<file path="src/rtl/dip_switch_ctrl_pkg.sv">
// ============================================================================
// Module  : dip_pkg
// Brief   : Shared word offsets, control bit indices and FSM encoding for
//           the DIP switch controller.
// Rev     : 1.0  initial release
// ============================================================================
`default_nettype none

package dip_pkg;

  localparam logic [1:0] WORD_LO     = 2'd0;
  localparam logic [1:0] WORD_HI     = 2'd1;
  localparam logic [1:0] WORD_CTRL   = 2'd2;
  localparam logic [1:0] WORD_PERIOD = 2'd3;

  localparam int BIT_IE   = 0;
  localparam int BIT_PEND = 1;
  localparam int BIT_BUSY = 2;

  typedef enum logic [0:0] {
    IDLE  = 1'b0,
    COUNT = 1'b1
  } state_t;

endpackage

`default_nettype wire

</file>
<file path="src/rtl/dip_switch_ctrl_sync2.sv">
// ============================================================================
// Module  : sync2
// Brief   : Parameterized two-flop synchronizer, async active-low reset to ones.
// Rev     : 1.0  initial release
// ============================================================================
`default_nettype none

module sync2 #(
  parameter int WIDTH = 64
) (
  input  logic             clk,
  input  logic             rst_n,
  input  logic [WIDTH-1:0] i_d,
  output logic [WIDTH-1:0] o_q
);

  logic [WIDTH-1:0] r_meta;
  logic [WIDTH-1:0] r_sync;

  always_ff @(posedge clk or negedge rst_n) begin
    if (!rst_n) begin
      r_meta <= '1;
      r_sync <= '1;
    end else begin
      r_meta <= i_d;
      r_sync <= r_meta;
    end
  end

  assign o_q = r_sync;

endmodule

`default_nettype wire

</file>
<file path="src/rtl/dip_switch_ctrl.sv">
// ============================================================================
// Module  : dip_switch_ctrl
// Brief   : Debounced, bus-readable 64-line DIP switch image with change IRQ.
// Rev     : 1.0  initial release
// ============================================================================
`default_nettype none

module dip_switch_ctrl
  import dip_pkg::*;
#(
  parameter int               CNT_W            = 20,
  parameter logic [CNT_W-1:0] DEBOUNCE_DEFAULT = 20'd500000
) (
  input  logic        clk,
  input  logic        reset,
  input  logic [7:0]  In0,
  input  logic [7:0]  In1,
  input  logic [7:0]  In2,
  input  logic [7:0]  In3,
  input  logic [7:0]  In4,
  input  logic [7:0]  In5,
  input  logic [7:0]  In6,
  input  logic [7:0]  In7,
  input  logic [1:0]  Addr,
  input  logic        WE,
  input  logic [31:0] DIn,
  output logic [31:0] DOut,
  output logic        IRQ
);

  logic [63:0]      w_sync;
  logic [63:0]      r_cand;
  logic [63:0]      r_stable;
  logic [CNT_W-1:0] r_cnt;
  logic [CNT_W-1:0] r_period;
  logic [CNT_W-1:0] w_last;
  logic             r_ie;
  logic             r_pending;
  state_t           r_state;
  logic             w_wr_ctrl;
  logic             w_wr_period;
  logic             w_busy;
  logic             w_unused_din;

  sync2 #(.WIDTH(64)) u_sync (
    .clk   (clk),
    .rst_n (reset),
    .i_d   ({In7, In6, In5, In4, In3, In2, In1, In0}),
    .o_q   (w_sync)
  );

  // A period of zero behaves as one, so the terminal count is zero in both cases.
  assign w_last       = (r_period == '0) ? '0 : r_period - CNT_W'(1);
  assign w_wr_ctrl    = WE && (Addr == WORD_CTRL);
  assign w_wr_period  = WE && (Addr == WORD_PERIOD);
  assign w_busy       = (r_state == COUNT);
  assign w_unused_din = ^DIn[31:CNT_W];

  always_ff @(posedge clk or negedge reset) begin
    if (!reset) begin
      r_cand    <= '1;
      r_stable  <= '1;
      r_cnt     <= '0;
      r_period  <= DEBOUNCE_DEFAULT;
      r_ie      <= 1'b0;
      r_pending <= 1'b0;
      r_state   <= IDLE;
    end else begin
      if (w_wr_ctrl) begin
        r_ie <= DIn[BIT_IE];
        if (DIn[BIT_PEND]) r_pending <= 1'b0;
      end
      if (w_wr_period) r_period <= DIn[CNT_W-1:0];

      case (r_state)
        IDLE: begin
          if (w_sync != r_cand) begin
            r_cand  <= w_sync;
            r_cnt   <= '0;
            r_state <= COUNT;
          end
        end
        COUNT: begin
          if (w_sync != r_cand) begin
            r_cand <= w_sync;
            r_cnt  <= '0;
          end else if (r_cnt == w_last) begin
            r_stable <= r_cand;
            // Placed after the clear above so a same-cycle commit wins.
            if (r_cand != r_stable) r_pending <= 1'b1;
            r_state <= IDLE;
          end else begin
            r_cnt <= r_cnt + CNT_W'(1);
          end
        end
        default: r_state <= IDLE;
      endcase

      if (w_wr_period && (r_state == COUNT)) r_cnt <= '0;
    end
  end

  always_comb begin
    DOut = '0;
    case (Addr)
      WORD_LO:     DOut = ~r_stable[31:0];
      WORD_HI:     DOut = ~r_stable[63:32];
      WORD_CTRL:   DOut = {29'b0, w_busy, r_pending, r_ie};
      WORD_PERIOD: DOut = {{(32-CNT_W){1'b0}}, r_period};
      default:     DOut = '0;
    endcase
  end

  assign IRQ = r_pending & r_ie;

endmodule

`default_nettype wire

</file>
<file path="config.mk">
export PLATFORM = sky130hd
export DESIGN_NAME = dip_switch_ctrl
export DESIGN_NICKNAME = d
export VERILOG_FILES = /design/src/rtl/dip_switch_ctrl_pkg.sv /design/src/rtl/dip_switch_ctrl_sync2.sv /design/src/rtl/dip_switch_ctrl.sv
export SDC_FILE = /design/constraint.sdc
export NUM_CORES = 1
export LEC_CHECK = 0
export BUFFER_PORTS_ARGS = -buffer_cell sky130_fd_sc_hd__buf_2
export CELL_PAD_IN_SITES_DETAIL_PLACEMENT = 0
export CELL_PAD_IN_SITES_GLOBAL_PLACEMENT = 2
export CORE_MARGIN = 4
export CORE_UTILIZATION = 43
export CTS_CLUSTER_SIZE = 12
export DETAILED_ROUTE_END_ITERATION = 16
export PLACE_DENSITY_LB_ADDON = 0.1
export SKIP_LAST_GASP = 1
export SYNTH_ARGS = -nofsm -noshare
export SYNTH_HDL_FRONTEND = slang
export SYNTH_SLANG_ARGS = --single-unit
</file>
<file path="constraint.sdc">
create_clock -name clk -period 9.22 [get_ports clk]
set_clock_uncertainty 0.1 [all_clocks]
set_input_delay 0.922 -clock clk [delete_from_list [all_inputs] [get_ports clk]]
set_output_delay 0.922 -clock clk [all_outputs]
set_load 0.02 [all_outputs]
</file>
==> results.py <==
metrics = {
    "outcome": {
        "run_status": "finished clean",
    },
    "power_and_ir_drop": {
        "p_sw_frac": 0.242,
        "p_seq_frac": 0.485,
        "internal_power_uw": 2320,
        "ir_drop_v": 0.000136,
        "switchingPower_uw": 742,
        "power_frac_clock": 0.432,
        "leakagePower_uw": 0.00592,
        "p_per_area_mw_per_mm2": 209,
        "combPwrFrac": 0.083,
    },
    "placed_design": {
        "routabilityCongestion": 0.790,
        "dp_hpwl_um": 21200,
        "io_buffer_count": 121,
    },
    "logic_synthesis": {
        "syn_avg_cell_area_um2": 12.0,
        "ys_types": 64,
        "synthArstFlopShare": 1.00,
        "ys_warn_count": 0,
        "synth-edff-count": 0,
        "yosys.area.top_type": "dfstp_2",
        "syn-num-nets": 1166,
        "synth_area_leaders": "dfstp_2 54%, dfrtp_1 7.0%, xnor2_1 7.0%",
        "synth_top_area_share": 0.540,
        "synthCells": 1063,
        "seq_area_frac_synth": 0.610,
        "ys_ff_latch": 299,
        "synth-main-ff-cell": "dfstp_2",
        "syn-cell-area_mm2": 0.0128,
    },
    "routing": {
        "dr.first_iter.drc_count": 450,
        "firstDrtPassIters": 5,
        "vias_per_cell": 5.16,
        "drt_wl_total_um": 30200,
        "drtAntennaViolNets": 0,
        "wl_per_cell_um": 19.8,
        "route.vias.total": 7869,
        "drc": 0,
    },
    "cells_and_area": {
        "post-route-util": 0.504,
        "regArea_mm2": 0.00781,
        "fin_nets": 1222,
        "multi_input_area_mm2": 0.00448,
        "num-fill-cells": 2644,
        "diodes": 0,
        "layout-drive-gt1-share": 0.453,
        "syn2layout_area_growth_pct": 14.2,
    },
    "clock_network": {
        "cts_buffer_depth": 3,
        "cts_hold_buf": 0,
        "cts_resized": 0,
        "clockRootBuffer": "clkbuf_16",
        "htree_levels": 2,
        "cts_tree": "built",
        "clock-sinks": 299,
        "clk_pin_slew_ns": 0.06,
        "clk-insertion-delay-late_ns": 0.51,
        "cts_setup_buffers": 0,
        "cts_buffers": 35,
    },
    "die": {
        "initial_core_util": 0.441,
        "die_area_mm2": 0.0326,
        "core_mm2": 0.0290,
        "boundaryPins": 134,
        "dieWidth_um": 181,
        "row_count": 62,
        "die_h_um": 181,
    },
    "global_route": {
        "grt_usage": 0.185,
        "grt_pass1_wl_um": 47600,
        "grt_pass1_vias": 7968,
        "grt-ovfl-total": 0,
        "antenna_found_initial": 1,
        "grt_max_degree": 81,
    },
    "worst_setup_path": {
        "crit_type": "register to register",
        "cp_cell_sequence": "inv_1 > ha_1 > or4b_4 > or3_1 > nor2_1 > o21ai_0 > o21ai_0 > nor4b_1 > nand4b_1 > buf_4 > or3_2 > buf_4 > mux2_2",
        "end_kind": "register",
        "arrival_ns": 5.35,
        "startpoint_type": "register",
        "startpoint": "r_period[0]$_DFFE_PN0P_",
        "path_delay_family": "simple AND/OR/NAND/NOR gates",
        "max_stage_delay_ns": 0.63,
        "r2r-start": "r_period[0]$_DFFE_PN0P_",
        "slowest_stage": "nor2_1",
        "cp.required_ns": 9.55,
        "worst-path-max-fanout": 69,
        "crit_buf_inv": 3,
    },
    "timing": {
        "drv_slew": 0,
        "fmax_ghz": 0.199,
        "rsz0062_at_grt": "no",
        "setup-tns-final_ns": 0,
        "relSlewSlack": 0.344,
        "fin_crit_ns": 5.02,
        "tightest_slew_ns": 0.984,
        "fin_crit_sh": 0.545,
        "hold_viol": 0,
        "setup_viol": 0,
    },
    "min_path": {
        "hp-class": "register to register",
        "hold_start": "u_sync.r_meta[24]$_DFF_PN1_",
    },
    "flow_run": {
        "maxCapViolCount": 0,
    },
}
-- Yosys cell counts, types with 3 or more instances --
master,n
nor2_1,20
clkbuf_1,94
a31oi_1,5
a211oi_1,12
dfrtp_1,36
o21ai_0,60
dfstp_2,263
or4_1,5
nor2b_1,13
nor4_1,27
inv_1,18
a21oi_1,32
nand2_1,97
nand3b_1,9
a221oi_1,3
nand2b_1,5
xnor2_1,102
xor2_1,42
mux2i_1,7
buf_1,5
mux2_2,60
nand4_1,34
or3_1,4
nor3_1,8
and3_1,14
o31a_1,4
nand3_1,13
and2_1,7
buf_2,11
mux4_2,3
nor3b_1,3
o211ai_1,3
-- layout make-up --
cell class / instances / share of cell area
flip-flops and latches: 299 / 0.534
multi-input cells: 633 / 0.306
clock buffers: 49 / 0.0669
repair buffers: 131 / 0.0472
well taps: 384 / 0.0328
clock inverters: 10 / 0.00830
inverters: 19 / 0.00488
-- logic make-up after synthesis --
kind of cell / after synthesis / synth area share
fa+ha+maj: 2 / 0.00195
flops: 299 / 0.610
buf+inv: 131 / 0.0406
simple gates: 274 / 0.114
mux: 71 / 0.0647
xor+xnor: 147 / 0.104
compound gates: 139 / 0.0650
-- flip-flops by register name, summed over array words and instances (netlist names) --
register,count
r_ie,1
u_sync.o_q,64
r_pending,1
u_sync.r_meta,64
r_cand,64
r_period,20
r_state,1
r_cnt,20
r_stable,64
-- per-layer routing --
metal	wire length, um	global-route usage	vias to the layer above
met1	14100	0.268	3941
met5	0	0	-
met2	14200	0.293	161
met4	590	0.0426	0
li1	-	-	3724
met3	1280	0.0331	43
-- power groups by stage --
stage	combinational (uW)	clock [uW]	sequential (uW)
3_3_place_gp	257	0	1500
2_1_floorplan	183	0	1460
4_1_cts	259	1360	1490
5_1_grt	286	1430	1490
6_report	253	1320	1490
3_5_place_dp	257	0	1500
-- cell usage in the layout (no fill, tap or decap), types with 7 or more instances in the layout --
cell type	count
mux2_2	60
nor3_1	8
nor4_1	27
clkbuf_1	9
mux2i_1	7
a21oi_1	32
dfrtp_1	36
xor2_1	42
nand3b_1	9
clkbuf_16	35
xnor2_1	102
nand2_1	97
buf_2	120
a211oi_1	12
inv_1	18
and2_1	7
buf_4	10
o21ai_0	60
nor2_1	20
and3_1	14
dfstp_2	263
nand4_1	34
nor2b_1	13
nand3_1	13
-- path summary, 6_finish.rpt --
| check | endpoint | slack (ns) | cells after the start |
|---|---|---|---|
| max | r_stable[16]$_DFFE_PN1P_ | 4.20 | 13 |
| max in group asynchronous | r_ie$_DFFE_PN0P_ | 7.33 | 2 |
| min reg2reg | u_sync.o_q[24]$_DFF_PN1_ | 0.25 | 0 |
| min | u_sync.o_q[24]$_DFF_PN1_ | 0.25 | 0 |
| max reg2reg | r_stable[16]$_DFFE_PN1P_ | 4.20 | 13 |
| min in group asynchronous | r_period[6]$_DFFE_PN0P_ | 0.30 | 1 |
-- through the flow --
step | std cells | total power (uW) | hold WS, ns | setup slack, ns | cell area (um2)
4_1_cts | 1525 | 3110 | 0.252 | 4.19 | 14600
2_1_floorplan | 1063 | 1650 | 0.245 | 5.42 | 12800
5_1_grt | 1525 | 3210 | 0.255 | 3.86 | 14600
6_report | 1525 | 3060 | 0.251 | 4.20 | 14600
3_3_place_gp | 1466 | 1760 | 0.246 | 4.19 | 13500
3_5_place_dp | 1466 | 1760 | 0.247 | 4.19 | 13500
Note: power is estimated with default switching activity, not from simulation.
